==> config.mk <==
export PLATFORM = sky130hd
export DESIGN_NAME = mem_sim
export DESIGN_NICKNAME = d
export VERILOG_FILES = /design/src/rtl/mem_sim_pkg.sv /design/src/rtl/mem_line_gen.sv /design/src/rtl/mem_sim.sv
export SDC_FILE = /design/constraint.sdc
export NUM_CORES = 1
export LEC_CHECK = 0
export CAP_MARGIN = 10
export CELL_PAD_IN_SITES_DETAIL_PLACEMENT = 1
export CELL_PAD_IN_SITES_GLOBAL_PLACEMENT = 2
export CORE_MARGIN = 2
export CORE_UTILIZATION = 25
export DETAILED_ROUTE_END_ITERATION = 16
export GPL_TIMING_DRIVEN = 1
export PLACE_DENSITY_LB_ADDON = 0.25
export SLEW_MARGIN = 10
export SYNTH_ARGS = -nofsm -noshare
export SYNTH_HDL_FRONTEND = slang
export SYNTH_SLANG_ARGS = --single-unit
==> constraint.sdc <==
create_clock -name clk -period 3.57 [get_ports clk]
set_clock_uncertainty 0.2 [all_clocks]
set_input_delay 0.5355 -clock clk [delete_from_list [all_inputs] [get_ports clk]]
set_output_delay 0.5355 -clock clk [all_outputs]
set_load 0.005 [all_outputs]
==> src/rtl/mem_sim_pkg.sv <==
// Shared types and helpers for the behavioural refill-memory responder.
package mem_sim_pkg;

  typedef enum logic [1:0] {
    IDLE = 2'd0,
    WAIT = 2'd1,
    RESP = 2'd2
  } state_t;

  localparam int unsigned DEF_ADDR_W  = 32;
  localparam int unsigned DEF_LINE_W  = 128;
  localparam int unsigned DEF_LATENCY = 4;

  // Byte address of word idx within a line starting at base.
  function automatic logic [31:0] word_addr(input logic [31:0] base, input int unsigned idx);
    return base + 32'(idx << 2);
  endfunction

endpackage

==> src/rtl/mem_line_gen.sv <==
// Combinational line pattern: word i = (base + 4*i) ^ SEED.
module mem_line_gen
  import mem_sim_pkg::*;
#(
  parameter int unsigned ADDR_W = DEF_ADDR_W,
  parameter int unsigned LINE_W = DEF_LINE_W,
  parameter logic [31:0] SEED   = 32'h0
) (
  input  logic [ADDR_W-1:0] base,
  output logic [LINE_W-1:0] line
);

  localparam int unsigned WORDS = LINE_W / 32;

  // base is line-aligned, so adding word offsets in 32 bits never carries into upper bits.
  always_comb begin
    line = '0;
    for (int unsigned i = 0; i < WORDS; i++) begin
      line[32*i +: 32] = word_addr(32'(base), i) ^ SEED;
    end
  end

endmodule

==> src/rtl/mem_sim.sv <==
// Fixed-latency main-memory responder for I-cache refills: one line per accepted request.
module mem_sim
  import mem_sim_pkg::*;
#(
  parameter int unsigned ADDR_W  = DEF_ADDR_W,
  parameter int unsigned LINE_W  = DEF_LINE_W,
  parameter int unsigned LATENCY = DEF_LATENCY,
  parameter logic [31:0] SEED    = 32'h0
) (
  input  logic              clk,
  input  logic              rst_n,
  input  logic              mem_req,
  input  logic [ADDR_W-1:0] mem_addr,
  output logic              mem_ready,
  output logic [LINE_W-1:0] mem_data_in
);

  localparam int unsigned OFS   = $clog2(LINE_W / 8);
  localparam int unsigned CNT_W = (LATENCY > 1) ? $clog2(LATENCY) : 1;
  localparam logic [CNT_W-1:0]  CNT_LOAD   = CNT_W'(LATENCY - 1);
  localparam logic [ADDR_W-1:0] ALIGN_MASK = ~ADDR_W'((1 << OFS) - 1);

  state_t            state, state_next;
  logic [CNT_W-1:0]  cnt, cnt_next;
  logic [ADDR_W-1:0] base, base_next;
  logic              ready_next;
  logic [LINE_W-1:0] data_next;
  logic [LINE_W-1:0] line;

  mem_line_gen #(
    .ADDR_W (ADDR_W),
    .LINE_W (LINE_W),
    .SEED   (SEED)
  ) u_line_gen (
    .base (base),
    .line (line)
  );

  // RESP is the cycle whose closing edge raises mem_ready, so the strobe lands LATENCY edges after acceptance.
  always_comb begin
    state_next = state;
    cnt_next   = cnt;
    base_next  = base;
    ready_next = 1'b0;
    data_next  = mem_data_in;
    case (state)
      IDLE: begin
        if (mem_req) begin
          base_next = mem_addr & ALIGN_MASK;
          if (LATENCY == 1) begin
            state_next = RESP;
          end else begin
            state_next = WAIT;
            cnt_next   = CNT_LOAD;
          end
        end
      end
      WAIT: begin
        if (cnt <= CNT_W'(1)) begin
          state_next = RESP;
          cnt_next   = '0;
        end else begin
          cnt_next = cnt - CNT_W'(1);
        end
      end
      RESP: begin
        ready_next = 1'b1;
        data_next  = line;
        state_next = IDLE;
      end
      default: state_next = IDLE;
    endcase
  end

  always_ff @(posedge clk or negedge rst_n) begin
    if (!rst_n) begin
      state       <= IDLE;
      cnt         <= '0;
      base        <= '0;
      mem_ready   <= 1'b0;
      mem_data_in <= '0;
    end else begin
      state       <= state_next;
      cnt         <= cnt_next;
      base        <= base_next;
      mem_ready   <= ready_next;
      mem_data_in <= data_next;
    end
  end

endmodule

== Word level (Yosys, flattened, before mapping) ==
Index checks and enable logic that the tools add are counted.
Word-level totals
  input port bits: 35
  logic and storage cells: 26
  bits in registers: 157
  output and inout bits: 129
Cells by class
  eq/ne operators: 4
  muxes and demuxes: 7
  reduce and logical (&&, ||, !) cells: 5
  add/subtract/negate cells: 4
  $lt $le $gt $ge: 1
Operators by type and width (count)
  $add 32x4->32 const B: 2
  $add 32x3->32 const B: 1
  $mux 2: 4
  $pmux 2 s2: 2
  $reduce_and 2->1: 3
  $ne 2x2->1 const B: 2
  $eq 2x1->1 const B: 1
  $eq 2x2->1 const B: 1
  $le 2x1->1 const B: 1
  $logic_not 2->1: 1
  $reduce_bool 2->1: 1
  $sub 2x1->2 const B: 1
  $mux 1: 1

== Longest topological paths before layout ==
  word-level depth: 3
  depth in mapped cells: 5
  depth with buffers taken out: 3

== By module ==
A second synthesis with hierarchy kept.
Second synthesis, totals
  cell total of the unflattened synthesis: 636
  area total of the unflattened synthesis: 8535.7 um^2
Modules (own cells, without submodules)
  mem_sim: instances 1, sequential area each 4028.9 um^2, area an instance 6518.8 um^2, cells each 348
  mem_line_gen: instances 1, sequential area each 0.0 um^2, area an instance 2016.9 um^2, cells each 288

== Worst setup path after synthesis ==
No wires, ideal clock.
  kind: input -> register
  start point: input mem_req
  end point: register base[10]
  setup slack: 1.914 ns
  arrival: 1.331 ns
  data required time: 3.245 ns
  stages: 5
  buffers on the path: 2
  setup time: 0.125 ns
  cell sequence: nand2b_1 nor2_1 buf_4 buf_6 mux2_2
Between the ends
  longest elaborated chain between the ends: 1
Ends and longest elaborated chain
  start, declared: line mem_sim.sv:12  | input logic mem_req,
  $reduce_and 2->1 (no source line)
  end signal, assigned: line mem_sim.sv:85  | base <= base_next;
  end, declared: line mem_sim.sv:25  | logic [ADDR_W-1:0] base, base_next;
No other way between the ends.
A chain may end at the register's enable or synchronous reset.

== Final worst setup path ==
  start point: input mem_req
  end point: register base[25]
Same word-level chain as after synthesis.

==> flow_summary.ini <==
[worst_setup_path]
critPathLaunchType = input pin
r2r-start = state[1]$_DFFE_PN0P_
crit_path_max_incr_delay_ns = 0.49
ff2ff_path_depth = 3
cp_cell_sequence = clkdlybuf4s50_1, nand2b_1, nor2_4, buf_4, mux2_2
cp.arrival_ns = 2.11
cp.required_ns = 3.57
r2r_slack_ns = 1.54
cp_slowest_cell = clkdlybuf4s50_1
crit_fanout = 24
crit_start = mem_req
worstSetupEndpointType = register
critical_path_class = input pin to register

[layout]
fillers = 1274
post-route-util_pct = 35.8
syn_to_final_growth_pct = 40.5
finalNonFillerCells = 454
drive_gt1_share_pct = 24.1
diodes = 0
final_nets = 339

[clock_network]
htree_levels = 3
path_clk_slew_ns = 0.05
clockBufferDepth = 2
cts_resized = 0
clkSinkCount = 62
clkLatencyLatePin_ns = 0.32
cts_setup_buffers = 0
hold_buffers = 0
root_buffer = clkbuf_16
cts_buffers = 9
cts_tree = built

[sta]
min_period_over_period_pct = 59.2
maxSlewViolCount = 0
setup_violations = 0
fmax_mhz = 473
rsz0062_at_grt = no
tightest_slew_ns = 0.907
min_period_ns = 2.11
relSlewSlack_pct = 39.4
hold_viol_final = 0
fin_setup_tns_ns = 0

[power_and_ir_drop]
total_power_mw = 4.19
peakVddDrop_mv = 0.259
leakage_nw = 1.74
p_per_area_mw_per_mm2 = 983

[synthesis]
yosys.area.top_type = dfrtp_1
synth_top_area_share_pct = 51.1
synth_seq_cells = 62
synth_area_leaders = dfrtp_1 (51%), buf_4 (25%), mux2_2 (21%)
ys_seq_area_share_pct = 51.1
syn_inst = 238
avgSynthCellArea_um2 = 12.8
ys_types = 15
synth_warnings = 0
syn_area_mm2 = 0.00304

[min_path]
worstHoldPathType = input pin to asynchronous set/reset pin

[floorplan]
die_w_um = 114
num_rows = 40
dieArea_mm2 = 0.0130
die_h_um = 114
start_util_pct = 25.5
io_pins = 164
core_area_mm2 = 0.0119

[global_route]
gr-total-overflow = 0
grt_pass1_wl_mm = 9.41
grt_max_degree = 33
antenna_found_initial = 0
track_usage_pct = 9.45
grt_pass1_vias = 1746

[place]
gp_congestion = 0.640
hpwl_mm = 4.48
dpl.cell_count = 440
port_buffers = 147

[run]
drv_cap = 0

[routing]
ant_nets = 0
vias = 1758
drt_wl_total_mm = 6.19
first_pass_iters = 4
drc = 0
drt-wirelength-per-cell_um = 13.6
drt_iter0_drc = 27
routed_via_density = 3.87

[status]
status = complete, no violations
==> cell families (layout without fill, tap and decap cells) <==
family,Yosys count,count (layout),synth area share (%)
other cells,1,12,0.123
buf+inv,106,164,25.9
flops,62,62,51.1
simple gates,8,8,1.20
mux,56,56,20.8
compound gates,5,5,0.948
==> where the power goes <==
group	total, mW	switching (mW)	internal, mW
clock	0.844	0.274	0.570
combinational	1.98	0.534	1.45
sequential	1.37	0.305	1.06
==> placed cells by master, fill, tap and decap left out, types with 9 or more instances in the layout <==
| cell | count |
|---|---|
| dfrtp_1 | 62 |
| clkdlybuf4s50_1 | 146 |
| conb_1 | 12 |
| clkbuf_16 | 9 |
| mux2_2 | 56 |
==> layer usage <==
layer	share of wire (%)	global-route usage, %	up-vias
li1	-	-	798
met1	41	11.0	881
met2	52	16.0	74
met3	5.7	2.96	5
met4	1.3	4.15	0
met5	0	0	-
==> path summary, 6_finish.rpt <==
kind / end
setup reg to reg: mem_data_in[121]$_DFFE_PN0P_
hold reg to reg: state[1]$_DFFE_PN0P_
min in group clk: state[1]$_DFFE_PN0P_
hold / removal: mem_ready$_DFF_PN0_
max in group asynchronous: base[30]$_DFFE_PN0P_
setup / recovery: base[25]$_DFFE_PN0P_
==> critical path: cells and delay by family <==
family / cells / cell delay (ns)
buf+inv: 2 / 0.86
mux: 1 / 0.39
simple gates: 2 / 0.31
==> flip-flops by register name, indices dropped and copies added, names as in the netlist <==
signal and count:
cnt 2, state 2, base 28, mem_data_in 29, mem_ready 1
==> Yosys cell counts <==
master / count
dfrtp_1: 62
nand2_1: 2
conb_1: 1
or2_2: 1
nand2b_1: 1
nor2_1: 3
nor3_1: 1
buf_4: 100
o21ai_0: 2
a21oi_1: 2
inv_1: 1
buf_6: 1
mux2_2: 56
a211o_1: 1
buf_2: 4
==> through the flow <==
stage / cell area (um^2) / worst slack [ns] / hold WS (ns)
CTS: 4270 / 1.41 / 0.0898
finish: 4270 / 1.46 / 0.0755
global route: 4270 / 1.36 / 0.111
floorplan: 3080 / 1.91 / 0.0399
detailed placement: 3980 / 1.08 / 0.290
global placement: 3980 / 1.10 / 0.277
==> final cells by class <==
class                           count  area, um^2  area share (%)
Sequential cell                    62        1550            36.4
Clock buffer                       13         260            6.10
Inverter                            1        3.75          0.0880
Multi-Input combinational cell     81         756            17.7
Tap cell                          147         184            4.31
Clock inverter                      1        30.0           0.704
Timing Repair Buffer              149        1480            34.7
No activity file was read; power rests on OpenSTA's default activity.
